## config.mk

```make
export PLATFORM = sky130hd
export DESIGN_NAME = regfile_write_arbiter_flat
export DESIGN_NICKNAME = d
export VERILOG_FILES = /design/src/rtl/regfile_write_arbiter_pkg.sv /design/src/rtl/regfile_write_arbiter_if.sv /design/src/rtl/regfile_write_arbiter_picker.sv /design/src/rtl/regfile_write_arbiter.sv /design/src/flat_wrapper.sv
export SDC_FILE = /design/constraint.sdc
export NUM_CORES = 1
export LEC_CHECK = 0
export CAP_MARGIN = 20
export CORE_ASPECT_RATIO = 0.6
export CORE_MARGIN = 5
export CORE_UTILIZATION = 35
export CTS_BUF_LIST = sky130_fd_sc_hd__clkbuf_8
export DETAILED_ROUTE_END_ITERATION = 16
export PLACE_DENSITY = 0.62
export RECOVER_POWER = 100
export SYNTH_ARGS = -nofsm -noshare
export SYNTH_HDL_FRONTEND = slang
export SYNTH_HIERARCHICAL = 1
export SYNTH_SLANG_ARGS = --single-unit
```

## constraint.sdc

```tcl
create_clock -name clk -period 7.85 [get_ports clk]
set_clock_uncertainty 0.15 [all_clocks]
set_input_delay 1.57 -clock clk [delete_from_list [all_inputs] [get_ports clk]]
set_output_delay 1.57 -clock clk [all_outputs]
set_load 0.005 [all_outputs]
```

## src/rtl/regfile_write_arbiter_pkg.sv

```systemverilog
// Shared constants and types for the register-file write arbiter.
// Requester indices, the round-robin pointer type and the request/port records.
package regfile_arb_pkg;

    localparam int unsigned NUM_REQ = 3;
    localparam int unsigned ADDR_W  = 5;
    localparam int unsigned DATA_W  = 32;
    localparam int unsigned PTR_W   = $clog2(NUM_REQ);

    typedef logic [PTR_W-1:0] req_idx_t;

    localparam req_idx_t REQ_ALU    = req_idx_t'(0);
    localparam req_idx_t REQ_LOAD   = req_idx_t'(1);
    localparam req_idx_t REQ_MULDIV = req_idx_t'(2);

    typedef struct packed {
        logic              valid;
        logic [ADDR_W-1:0] addr;
        logic [DATA_W-1:0] data;
    } wr_req_t;

    typedef struct packed {
        logic              enable;
        logic [ADDR_W-1:0] addr;
        logic [DATA_W-1:0] data;
    } wr_port_t;

    // Successor in scan order, wrapping modulo NUM_REQ.
    function automatic req_idx_t next_idx(req_idx_t i);
        return (i == req_idx_t'(NUM_REQ - 1)) ? '0 : i + 1'b1;
    endfunction

endpackage

```

## src/rtl/regfile_write_arbiter_if.sv

```systemverilog
// Writeback request bus plus register-file write ports and hazard mask.
// The arbiter uses the slave modport; the requester/register-file side uses master.
interface regfile_write_arbiter_if;
    import regfile_arb_pkg::*;

    logic [NUM_REQ-1:0]        req_valid;
    logic [NUM_REQ*ADDR_W-1:0] req_addr;
    logic [NUM_REQ*DATA_W-1:0] req_data;
    logic [NUM_REQ-1:0]        req_ready;

    logic [ADDR_W-1:0]         write_addr_c;
    logic                      write_enable_c;
    logic [DATA_W-1:0]         write_data_c;
    logic [ADDR_W-1:0]         write_addr_d;
    logic                      write_enable_d;
    logic [DATA_W-1:0]         write_data_d;

    logic [31:0]               pending_mask;

    modport slave (
        input  req_valid, req_addr, req_data,
        output req_ready,
        output write_addr_c, write_enable_c, write_data_c,
        output write_addr_d, write_enable_d, write_data_d,
        output pending_mask
    );

    modport master (
        output req_valid, req_addr, req_data,
        input  req_ready,
        input  write_addr_c, write_enable_c, write_data_c,
        input  write_addr_d, write_enable_d, write_data_d,
        input  pending_mask
    );

endinterface

```

## src/rtl/regfile_write_arbiter_picker.sv

```systemverilog
// Combinational round-robin picker choosing up to two non-zero-address writers.
// Port C takes the first in scan order; port D the next one with a different address.
module rr_two_grant_picker
    import regfile_arb_pkg::*;
(
    input  logic [NUM_REQ-1:0]             valid_i,
    input  logic [NUM_REQ-1:0][ADDR_W-1:0] addr_i,
    input  req_idx_t                       rr_ptr_i,
    output req_idx_t                       grant_c_idx_o,
    output logic                           grant_c_vld_o,
    output req_idx_t                       grant_d_idx_o,
    output logic                           grant_d_vld_o
);

    always_comb begin
        req_idx_t idx;
        req_idx_t c_idx;
        req_idx_t d_idx;
        logic     c_vld;
        logic     d_vld;

        idx   = rr_ptr_i;
        c_idx = '0;
        d_idx = '0;
        c_vld = 1'b0;
        d_vld = 1'b0;

        for (int unsigned k = 0; k < NUM_REQ; k++) begin
            if (valid_i[idx] && (addr_i[idx] != '0)) begin
                if (!c_vld) begin
                    c_vld = 1'b1;
                    c_idx = idx;
                end else if (!d_vld && (addr_i[idx] != addr_i[c_idx])) begin
                    d_vld = 1'b1;
                    d_idx = idx;
                end
            end
            idx = next_idx(idx);
        end

        grant_c_idx_o = c_idx;
        grant_c_vld_o = c_vld;
        grant_d_idx_o = d_idx;
        grant_d_vld_o = d_vld;
    end

endmodule

```

## src/rtl/regfile_write_arbiter.sv

```systemverilog
// Shares register-file write ports C and D among ALU, load and mult/div writeback.
// Holds the round-robin pointer, registered write ports and the pending-write mask.
module regfile_write_arbiter
    import regfile_arb_pkg::*;
(
    input  logic                    clk,
    input  logic                    reset,
    regfile_write_arbiter_if.slave  bus
);

    wr_req_t                        req [NUM_REQ];
    logic [NUM_REQ-1:0][ADDR_W-1:0] req_addr_a;

    req_idx_t rr_ptr_q, rr_ptr_d;
    wr_port_t port_c_q, port_c_d;
    wr_port_t port_d_q, port_d_d;

    req_idx_t c_idx, d_idx;
    logic     c_vld, d_vld;

    logic [NUM_REQ-1:0] ready;
    logic [31:0]        pending;

    assign req_addr_a = bus.req_addr;

    always_comb begin
        for (int unsigned i = 0; i < NUM_REQ; i++) begin
            req[i].valid = bus.req_valid[i];
            req[i].addr  = bus.req_addr[i*ADDR_W +: ADDR_W];
            req[i].data  = bus.req_data[i*DATA_W +: DATA_W];
        end
    end

    rr_two_grant_picker u_picker (
        .valid_i       (bus.req_valid),
        .addr_i        (req_addr_a),
        .rr_ptr_i      (rr_ptr_q),
        .grant_c_idx_o (c_idx),
        .grant_c_vld_o (c_vld),
        .grant_d_idx_o (d_idx),
        .grant_d_vld_o (d_vld)
    );

    // Address-0 requests are always accepted: they need no port and write nothing.
    always_comb begin
        ready = '0;
        if (reset) begin
            for (int unsigned i = 0; i < NUM_REQ; i++) begin
                if (req[i].valid &&
                    ((req[i].addr == '0) ||
                     (c_vld && (c_idx == req_idx_t'(i))) ||
                     (d_vld && (d_idx == req_idx_t'(i))))) begin
                    ready[i] = 1'b1;
                end
            end
        end
    end

    always_comb begin
        port_c_d        = port_c_q;
        port_d_d        = port_d_q;
        port_c_d.enable = c_vld;
        port_d_d.enable = d_vld;
        if (c_vld) begin
            port_c_d.addr = req[c_idx].addr;
            port_c_d.data = req[c_idx].data;
        end
        if (d_vld) begin
            port_d_d.addr = req[d_idx].addr;
            port_d_d.data = req[d_idx].data;
        end

        rr_ptr_d = rr_ptr_q;
        if (d_vld) begin
            rr_ptr_d = next_idx(d_idx);
        end else if (c_vld) begin
            rr_ptr_d = next_idx(c_idx);
        end
    end

    always_ff @(posedge clk) begin
        if (!reset) begin
            rr_ptr_q <= '0;
            port_c_q <= '0;
            port_d_q <= '0;
        end else begin
            rr_ptr_q <= rr_ptr_d;
            port_c_q <= port_c_d;
            port_d_q <= port_d_d;
        end
    end

    always_comb begin
        pending = '0;
        if (port_c_q.enable) pending[port_c_q.addr] = 1'b1;
        if (port_d_q.enable) pending[port_d_q.addr] = 1'b1;
        if (reset) begin
            for (int unsigned i = 0; i < NUM_REQ; i++) begin
                if (req[i].valid && !ready[i] && (req[i].addr != '0)) begin
                    pending[req[i].addr] = 1'b1;
                end
            end
        end
        pending[0] = 1'b0;
    end

    assign bus.req_ready      = ready;
    assign bus.write_addr_c   = port_c_q.addr;
    assign bus.write_enable_c = port_c_q.enable;
    assign bus.write_data_c   = port_c_q.data;
    assign bus.write_addr_d   = port_d_q.addr;
    assign bus.write_enable_d = port_d_q.enable;
    assign bus.write_data_d   = port_d_q.data;
    assign bus.pending_mask   = pending;

endmodule
```

## src/flat_wrapper.sv

```systemverilog
// flat-port wrapper written by rule: the top's interface ports become plain ports
module regfile_write_arbiter_flat import regfile_arb_pkg::*;
  (clk, reset, bus_req_valid, bus_req_addr, bus_req_data, bus_req_ready, bus_write_addr_c, bus_write_enable_c, bus_write_data_c, bus_write_addr_d, bus_write_enable_d, bus_write_data_d, bus_pending_mask);
  regfile_write_arbiter_if bus_i ();
  input  logic clk;
  input  logic reset;
  input wire logic [$bits(bus_i.req_valid)-1:0] bus_req_valid;
  input wire logic [$bits(bus_i.req_addr)-1:0] bus_req_addr;
  input wire logic [$bits(bus_i.req_data)-1:0] bus_req_data;
  output wire logic [$bits(bus_i.req_ready)-1:0] bus_req_ready;
  output wire logic [$bits(bus_i.write_addr_c)-1:0] bus_write_addr_c;
  output wire logic [$bits(bus_i.write_enable_c)-1:0] bus_write_enable_c;
  output wire logic [$bits(bus_i.write_data_c)-1:0] bus_write_data_c;
  output wire logic [$bits(bus_i.write_addr_d)-1:0] bus_write_addr_d;
  output wire logic [$bits(bus_i.write_enable_d)-1:0] bus_write_enable_d;
  output wire logic [$bits(bus_i.write_data_d)-1:0] bus_write_data_d;
  output wire logic [$bits(bus_i.pending_mask)-1:0] bus_pending_mask;
  assign bus_i.req_valid = bus_req_valid;
  assign bus_i.req_addr = bus_req_addr;
  assign bus_i.req_data = bus_req_data;
  assign bus_req_ready = bus_i.req_ready;
  assign bus_write_addr_c = bus_i.write_addr_c;
  assign bus_write_enable_c = bus_i.write_enable_c;
  assign bus_write_data_c = bus_i.write_data_c;
  assign bus_write_addr_d = bus_i.write_addr_d;
  assign bus_write_enable_d = bus_i.write_enable_d;
  assign bus_write_data_d = bus_i.write_data_d;
  assign bus_pending_mask = bus_i.pending_mask;
  regfile_write_arbiter u_core (.clk(clk), .reset(reset), .bus(bus_i));
endmodule
```

==> results.md, run 1 <==
- The number of buffer and inverter stages on the critical path is 4.
- In the synthesized netlist the async set-or-reset flop fraction comes to 0%.
- Relative to the synthesized area, the layout overhead comes to 43.8%.
- Counting the buffers created by CTS gives 9.
- The synthesized flop and latch total is between 70 and 80.
- The count of input and output buffers is ~230.
- The region available for standard cell placement spans about 0.019 mm².
- The synthesized design devotes to its leading area cell type 23.3% of total area.
- The via count of the routed design is 8,145.
- In the final routed layout, each cell accounts on average for 22.8 µm.
- Summed over all layers, the global routing overflow is 0.
- The final wirelength is between 30 and 40 mm.
- The number of H-tree branching levels is 3.
- From bottom edge to top edge, the die measures between 100 and 150 µm.
- After clock tree synthesis, the flow added hold-fix buffers numbering 0.
- OpenSTA, run right after detailed placement, puts the worst setup slack at -287 ps.
- The longest clock path from root to sink contains 2 buffers.
- The reported max-cap violation count is 1.
- The die outline area is between 0.02 and 0.025 mm².
- The register clock-pin slew on the reported worst setup and hold paths is approximately 90 ps.
- The number of distinct library cells after synthesis is between 70 and 80.
- The count of nets left with antenna violations once routing finished came out at 0.
- The net count after synthesis is roughly 1,000.
- Ranked by total cell area, the synthesized netlist is headed by dfxtp_1 (23%), mux2i_1 (13%), nor2_1 (9.8%), a21oi_1 (7.2%), a211oi_1 (5.9%).
- The DRC violation count after routing is 0.
- The ratio of total power to cell area is just under 400 mW/mm².
- The portion of the clock cycle consumed by the worst path in the final layout is 99.6%.
- The busiest layer in global routing is met1.
- After routing the design area is about 0.0097 mm².
- The number of flops mapped to enable cells by yosys is 0.
- The largest single stage delay on the critical path is 560 ps.
- The path class of the tightest hold or removal check is reg -> reg.
- Cells with a size suffix above 1 make up a little under an eighth of the layout.
- The instance area after placement is around 0.009 mm².
- The worst pin sits at a relative slew slack of -38.4%.
- The flow ran to the end, but the final reports show violations.
- The sum of negative setup slack is 0 ps.
- The global routing usage on met3 is between 8 and 9%.
- The maximum clock frequency is 0.128 GHz.
- Sequential cells were found to cover 23.3% of the synthesized design area.
- The slew at the pin closest to its max-slew limit is between 2000 and 2500 ps.
- The antenna cell count is 0.
- The library cell used most frequently in the layout, excluding fill and tap cells, is nor2_1.
- The kind of capture point of the worst setup path is an output pin.
- The number of global-route vias before repair came to 7,684.
- The top cell types in the final layout, fill and taps aside, are nor2_1 (176), clkdlybuf4s50_1 (146), a21oi_1 (94), mux2i_1 (88), dfxtp_1 (78).
- The number of nets in the layout is around 1,200.
- The most area-hungry cell type in the Yosys netlist is dfxtp_1.
- Routability-driven placement finished with a final weighted congestion of ~1.
- The mean cell area of the mapped netlist is 7.49 µm².
- The number of antenna violations at the first check in global routing was 1.
- The tree built by TritonCTS fans out to a little under 80 sinks.
- The first-pass GRT wire length is ~46 mm.
- The minimum setup slack in the final design is 28.5 ps.
- The initial core utilization is 35.5%.
- Traced cell by cell, the critical path runs through clkdlybuf4s50_1 -> or4_4 -> nor3_1 -> o32ai_2 -> o221ai_1 -> a221oi_1 -> o41ai_2 -> a21oi_2 -> a211oi_1 -> a22o_2 -> and3b_2 -> buf_4 -> nor4b_2 -> buf_4 -> a21oi_1 -> o221ai_1 -> clkdlybuf4s50_1.
- The iteration-0 DRC count of the detailed router is between 800 and 900.
- For the finished layout, the period the worst path requires is ~7800 ps.
- The root buffer cell is clkbuf_8.
- The sum of net half-perimeters after detailed placement is ~23 mm.
- The first TritonRoute pass finished after 7 iterations.
- The leakage power of the design is between 0.003 and 0.004 µW.
- The width of the chip is around 190 µm.
- Global routing used a little under two fifths of the available met2 tracks.
- The number of synthesis warnings is 6.
- In the routed layout, each cell is associated on average with a via count of approximately 6.
- The clock latency of the later-clocked register in the worst-skew pair is approximately 350 ps.
- The number of standard cells after synthesis is 896.
- The maximum resistive drop on vdd is 0.264 mV.
- The synthesized cell area is 0.00671 mm².
- The most used flip-flop cell after synthesis is dfxtp_1.
- For met1 alone, demand over resource in global routing was 38.9%.
- The I/O pin count is around 230.
- The largest net degree at the start of global routing is 76.
- The number of rows in the core area is 39.
- For this run, the total global-route usage over all layers was measured as around a quarter.
- The checks that failed: max-capacitance violations, max-slew violations.
- The TritonCTS clock tree is yes.
- The data required time at the worst endpoint is between 6000 and 7000 ps.
- The count of final max-slew check failures came to 49.
- The tightest hold path in the finished design has a slack of approximately 330 ps.
- The kind of cell adding the most delay to the critical path is compound AO/OA/AOI/OAI gates.
- The type of element launching the critical path is an input port.
- The critical path is of the in -> out type.
- STA puts the critical path data arrival time at between 6000 and 7000 ps.
- The hold violation total from the final report is 0.
- Setup violations remaining at the end of the flow were counted as 0.
- The slowest cell on the critical path is or4_4.
- The highest net fanout along the worst path is 5.
- Setup repair after global routing could not meet its margin everywhere.
[power by group]
| part | internal, µW | switching [µW] | total (µW) | leakage (µW) |
|---|---|---|---|---|
| combinational | 1170 | 1580 | 2750 | 0.00281 |
| clock | 123 | 161 | 283 | 0.0000875 |
| sequential | 565 | 169 | 734 | 0.000647 |
[logic make-up after synthesis]
family                 Yosys count  share of synthesized area (%)
other                            1                         0.0559
flip-flops                      78                           23.3
multiplexers                    91                           13.6
AND/OR/NAND/NOR                327                           24.7
buffers and inverters          100                           6.52
XOR/XNOR                        15                           1.96
AO/OA/AOI/OAI                  284                           29.9
[worst paths after layout]
path | startpoint | cells after the start | endpoint | slack (ps)
worst max-delay path | bus_req_addr[10] | 17 | bus_pending_mask[30] | 30
worst min-delay path | u_core/bus.write_data_d[4]$_SDFFE_PN0P_ | 2 | u_core/bus.write_data_d[4]$_SDFFE_PN0P_ | 330
worst max register to register | u_core/rr_ptr_q[0]$_SDFFE_PN0P_ | 10 | u_core/bus.write_data_c[26]$_SDFFE_PN0P_ | 1930
worst min register to register | u_core/bus.write_data_d[4]$_SDFFE_PN0P_ | 2 | u_core/bus.write_data_d[4]$_SDFFE_PN0P_ | 330
[layout make-up]
cell class | instances | area (µm²)
clock buffers | 10 | 138
clock inverters | 6 | 38.8
fillers | 1874 | 9280
inverters | 12 | 45.0
multi-input cells | 719 | 4880
flip-flops and latches | 78 | 1560
well taps | 246 | 308
repair buffers | 280 | 2680
[cells in the mapped netlist (3+ instances only)]
cell / number
nand4_1: 3
nor4_2: 4
nor3b_1: 11
o221ai_1: 18
a31oi_1: 8
o221ai_2: 3
or4bb_1: 5
nand2_1: 34
a221oi_2: 3
a211oi_1: 53
inv_1: 11
buf_1: 10
nand2b_1: 14
o21ai_0: 11
a22o_1: 8
a21oi_1: 96
nand3b_1: 6
nand4b_1: 7
xnor2_1: 8
nor2b_1: 4
or4_1: 3
and3b_1: 5
mux2i_1: 90
o211ai_1: 7
or3b_2: 3
xor2_1: 7
a22oi_1: 4
buf_2: 23
nor2_1: 176
nand3_1: 8
o32ai_1: 9
buf_4: 7
dfxtp_1: 78
a221oi_1: 26
clkbuf_1: 47
nor4_1: 3
o22ai_1: 22
or3_1: 3
nor3_1: 21
[metrics by stage]
stage	power [µW]	std cells	utilization [%]
floorplan	2460	896	-
global placement	3410	1325	48.8
detailed placement	3410	1325	48.8
CTS	3710	1342	49.9
global route	4050	1351	51.0
finish	3770	1351	51.0
[registers in the layout, indices dropped and copies added (netlist names)]
| signal | count |
|---|---|
| u_core/bus.write_enable_d | 1 |
| u_core/rr_ptr_q | 2 |
| u_core/bus.write_addr_d | 5 |
| u_core/bus.write_data_d | 32 |
| u_core/bus.write_enable_c | 1 |
| u_core/bus.write_addr_c | 5 |
| u_core/bus.write_data_c | 32 |
[timing repair]
action,in CTS,in global routing
cloned,0,1
setup endpoints to repair,28,32
buffers inserted,1,7
pin swaps,1,5
resized for setup,6,27
[routing by layer]
metal	vias to the layer above	share of wire [%]
li1	3793	-
met1	3825	46
met2	496	41
met3	29	12
met4	2	1.1
met5	-	0.032
[worst reg2reg max path, delay by kind of cell, from the launching register on]
kind | cells | cell delay (ps)
AO/OA/AOI/OAI | 3 | 1120
AND/OR/NAND/NOR | 3 | 390
flip-flops | 1 | 870
buffers and inverters | 3 | 3140
multiplexers | 1 | 100
No activity file was read; power rests on OpenSTA's default activity.
==> run 2, diff against run 1 <==
--- a/config.mk
+++ b/config.mk
@@ -6,13 +6,16 @@
 export NUM_CORES = 1
 export LEC_CHECK = 0
 export CAP_MARGIN = 20
+export CELL_PAD_IN_SITES_DETAIL_PLACEMENT = 2
+export CELL_PAD_IN_SITES_GLOBAL_PLACEMENT = 2
 export CORE_ASPECT_RATIO = 0.6
 export CORE_MARGIN = 5
-export CORE_UTILIZATION = 35
+export CORE_UTILIZATION = 26
 export CTS_BUF_LIST = sky130_fd_sc_hd__clkbuf_8
 export DETAILED_ROUTE_END_ITERATION = 16
-export PLACE_DENSITY = 0.62
+export PLACE_DENSITY = 0.81
 export RECOVER_POWER = 100
+export SETUP_SLACK_MARGIN = 0.4
 export SYNTH_ARGS = -nofsm -noshare
 export SYNTH_HDL_FRONTEND = slang
 export SYNTH_HIERARCHICAL = 1
==> run 2 against run 1 <==
The flow still finishes with violations (max-capacitance violations, max-slew violations); setup slack gained 150 ps; fmax up 2.0%; sequential share of layout area decreased by 1.1 points; register-to-register slack got worse by 540 ps; critical path depth grew 1; sequential power is essentially flat; clock power rose by 17%; final area is 7.4% higher; largest cell class unchanged; die area is 32% higher; flip-flop and latch count stayed put; final cell count rose by 9.4%; utilization decreased by 10 points.
==> results.md, run 2 (same netlist as run 1, synthesis figures left out) <==
- The final instance area is 0.0104 mm².
- The highest net fanout along the worst path is 8.
- Clock-pin slew was measured on the worst setup and hold paths at approximately 90 ps.
- The detail-routed via count per cell is 5.89.
- Setup repair after global routing could not meet its margin everywhere.
- The final standard cell utilization of the core is 40.9%.
- Measured against its own limit, the worst slew margin works out to -54.8%.
- The hold violation total from the final report is 0.
- The layout filler cell count is between 2,000 and 3,000.
- For the pin with the worst max-slew slack, the measured transition is around 2300 ps.
- In this run the tool buffered the top-level ports with approximately 230 buffer cells.
- The number of antenna diodes in the final layout is 0.
- The largest net degree at the start of global routing is between 70 and 80.
- The kind of cell adding the most delay to the critical path is compound AO/OA/AOI/OAI gates.
- Measured in cells, the most critical reg-to-reg path has a length of 13.
- The die covers a little under 0.03 mm².
- Global routing consumed, over all layers together, around a quarter of the routing resources.
- The worst min-delay path category is reg -> reg.
- Summed over all nets, the half-perimeter wirelength after detailed placement is 27.9 mm.
- The critical path is of the in -> out type.
- The worst path meets setup with 180 ps of slack.
- The root buffer cell chosen for the clock tree is clkbuf_8.
- The global routing usage on met1 is between 30% and 40%.
- Counting buffers and inverters, the worst setup path is 18 cells deep.
- The first-pass GRT wire length is approximately 57 mm.
- Dividing the detail-routed wire length by the instance count gives about 27 µm.
- The launch point of the critical path is bus_req_addr[14].
- The DRC violation count after routing is 0.
- The number of global-route vias before repair is roughly 9,000.
- Leaving out fill and tap cells, the most frequent cell in the layout is nor2_1.
- The type of element launching the critical path is an input port.
- Setup violations remaining at the end of the flow were counted as 0.
- The number of buffer and inverter stages on the critical path is 5.
- The floorplan core area is about 0.025 mm².
- The worst register-to-register path begins at u_core/rr_ptr_q[0]$_SDFFE_PN0P_.
- For the worst setup path, the data arrival time is 5950 ps.
- The congestion estimate from routability-driven global placement came to around 0.9.
- Among all stages on the critical path, the largest delay is contributed by or4_1.
- The number of rows in the core area is 45.
- The final critical-path required period is about 7700 ps.
- The reg-to-reg setup timing slack is 1390 ps.
- At the later pin of the worst-skew pair, clock insertion delay measures about 370 ps.
- The largest single stage delay on the critical path is ~660 ps.
- The reported max-cap violation count is 1.
- The count of final max-slew check failures is slightly below 50.
- No sink is reached through more buffers than the 2 on the longest clock path.
- The maximum clock frequency is approximately 0.13 GHz.
- The data required time at the worst endpoint is slightly above 6000 ps.
- The TritonCTS buffer count is 9.
- The smallest hold slack is around 340 ps.
- The run finished, with violations left.
- The number of buffers added to fix hold violations after cts is 0.
- In this run, the number of DRC markers left after iteration 0 of detailed routing was between 600 and 700.
- CTS built an H-tree with a depth of 3.
- The final reports fail on max-capacitance violations, max-slew violations.
- The I/O pin count is 227.
- The TritonCTS clock tree is yes.
- The critical path goes through dlygate4sd2_1 -> or4_1 -> o211ai_4 -> a21o_4 -> o22ai_4 -> clkbuf_1 -> a221oi_2 -> xor2_1 -> nor2_2 -> a211oi_1 -> a22o_2 -> buf_4 -> and3b_4 -> buf_12 -> nor3_4 -> a21oi_1 -> o221ai_1 -> clkdlybuf4s50_1.
- The busiest layer in global routing is met2.
- The final layout contains roughly 1,300 nets.
- At the placement stage, the worst setup path has a slack of -309 ps.
- For this design the static power due to leakage is 0.00404 µW.
- The number of clock sinks is between 70 and 80.
- The global routing usage on met3 is approximately 4.9%.
- The first detailed-routing pass took 5 iterations.
- From left edge to right edge, the die measures around 220 µm.
- The antenna violation net count after detailed routing is 0.
- Global routing consumed, on the met2 layer, 39.5% of the routing resources.
- In the layout the commonest cells are nor2_1 (174), clkdlybuf4s50_1 (103), a21oi_1 (93), mux2i_1 (87), buf_4 (87).
- The final route contains 8,700 vias.
- The total congestion overflow is 0.
- The number of antenna violations at the first check in global routing is 1.
- Of the available clock period, the critical path in the final layout requires slightly below 100%.
- The vertical die dimension is approximately 130 µm.
- The share of layout cells above drive strength 1 is between 10% and 20%.
- The area added between synthesis and finish is 54.5%.
- The initial utilization of the core area, before any placement, comes to a little over a quarter.
- The critical path endpoint is bus_pending_mask[22].
- The reg-to-reg endpoint is u_core/rr_ptr_q[0]$_SDFFE_PN0P_.
- For this block, the routed nets add up to a little over 40 mm of wire.
- STA classifies the critical path endpoint as an output pin.
- In this run the power density over the cells is 415 mW/mm².
- In this run the cell area measured after placement is 0.00954 mm².
- The design draws ~4300 µW.
- The worst-case IR drop observed on VDD is around 0.24 mV.
-- run 2: cell count changes in the layout (fill, tap and decap cells not counted), moves of 4 or more --
| cell | before | now |
|---|---|---|
| clkbuf_2 | 0 | 10 |
| dlymetal6s2s_1 | 3 | 14 |
| o221ai_1 | 17 | 10 |
| a221oi_2 | 4 | 8 |
| buf_4 | 50 | 87 |
| o221ai_2 | 4 | 10 |
| a221oi_1 | 25 | 21 |
| clkdlybuf4s50_1 | 146 | 103 |
| nor3_1 | 18 | 14 |
| nor3_4 | 2 | 6 |
| dlygate4sd2_1 | 0 | 16 |
-- run 2: area by class of cell --
| type | count | area [µm²] | share of cell area (%) |
|---|---|---|---|
| Clock buffer | 11 | 151 | 1.46 |
| Clock inverter | 5 | 57.6 | 0.555 |
| Inverter | 12 | 48.8 | 0.471 |
| Multi-Input combinational cell | 718 | 5160 | 49.7 |
| Sequential cell | 78 | 1560 | 15.1 |
| Tap cell | 329 | 412 | 3.97 |
| Timing Repair Buffer | 325 | 2980 | 28.8 |
-- run 2: worst reg2reg max path: stages (launching register included) --
cell and delay (ps):
dfxtp_1 570, buf_4 450, mux2i_1 160, nor2_1 190
a21oi_1 140, and2_0 220, a31oi_1 230, clkbuf_1 240
nand2b_2 190, clkbuf_1 1640, clkinv_1 1450, a21oi_1 470
nor2_1 80, o21a_1 190
-- run 2: how the worst min path moves through the flow --
stage	slack (ps)	to	start	depth (start not counted)
4_1_cts	350	u_core/bus.write_data_d[4]$_SDFFE_PN0P_	u_core/bus.write_data_d[4]$_SDFFE_PN0P_	2
5_1_grt	360	u_core/bus.write_data_d[2]$_SDFFE_PN0P_	u_core/bus.write_data_d[2]$_SDFFE_PN0P_	2
3_5_place_dp	340	u_core/bus.write_data_d[12]$_SDFFE_PN0P_	u_core/bus.write_data_d[12]$_SDFFE_PN0P_	2
2_1_floorplan	330	u_core/bus.write_data_c[10]$_SDFFE_PN0P_	u_core/bus.write_data_c[10]$_SDFFE_PN0P_	2
3_3_place_gp	320	u_core/bus.write_data_c[8]$_SDFFE_PN0P_	u_core/bus.write_data_c[8]$_SDFFE_PN0P_	2
6_report	340	u_core/bus.write_data_d[21]$_SDFFE_PN0P_	u_core/bus.write_data_d[21]$_SDFFE_PN0P_	2
-- run 2: report_power, final --
part	leakage [µW]	switching [µW]	total, µW	internal, µW
clock network	0.0000976	167	331	164
registers	0.000647	168	734	565
logic	0.00329	1910	3230	1320
-- run 2: layer usage --
layer | wire length (µm) | vias to the layer above
li1 | - | 3864
met1 | 18800 | 4443
met2 | 18500 | 327
met3 | 2270 | 64
met4 | 815 | 2
met5 | 13 | -
-- run 2: through the flow --
stage,std cells,TNS [ps]
floorplan,896,0
detailed placement,1434,-6590
CTS,1465,0
finish,1478,0
global route,1478,0
global placement,1434,-253
-- run 2: timing repair --
| action | CTS | global route |
|---|---|---|
| resized for setup | 81 | 73 |
| hold endpoints to repair | 0 | 0 |
| setup buffers | 15 | 13 |
| pin swaps | 23 | 31 |
| setup endpoints to repair | 34 | 34 |
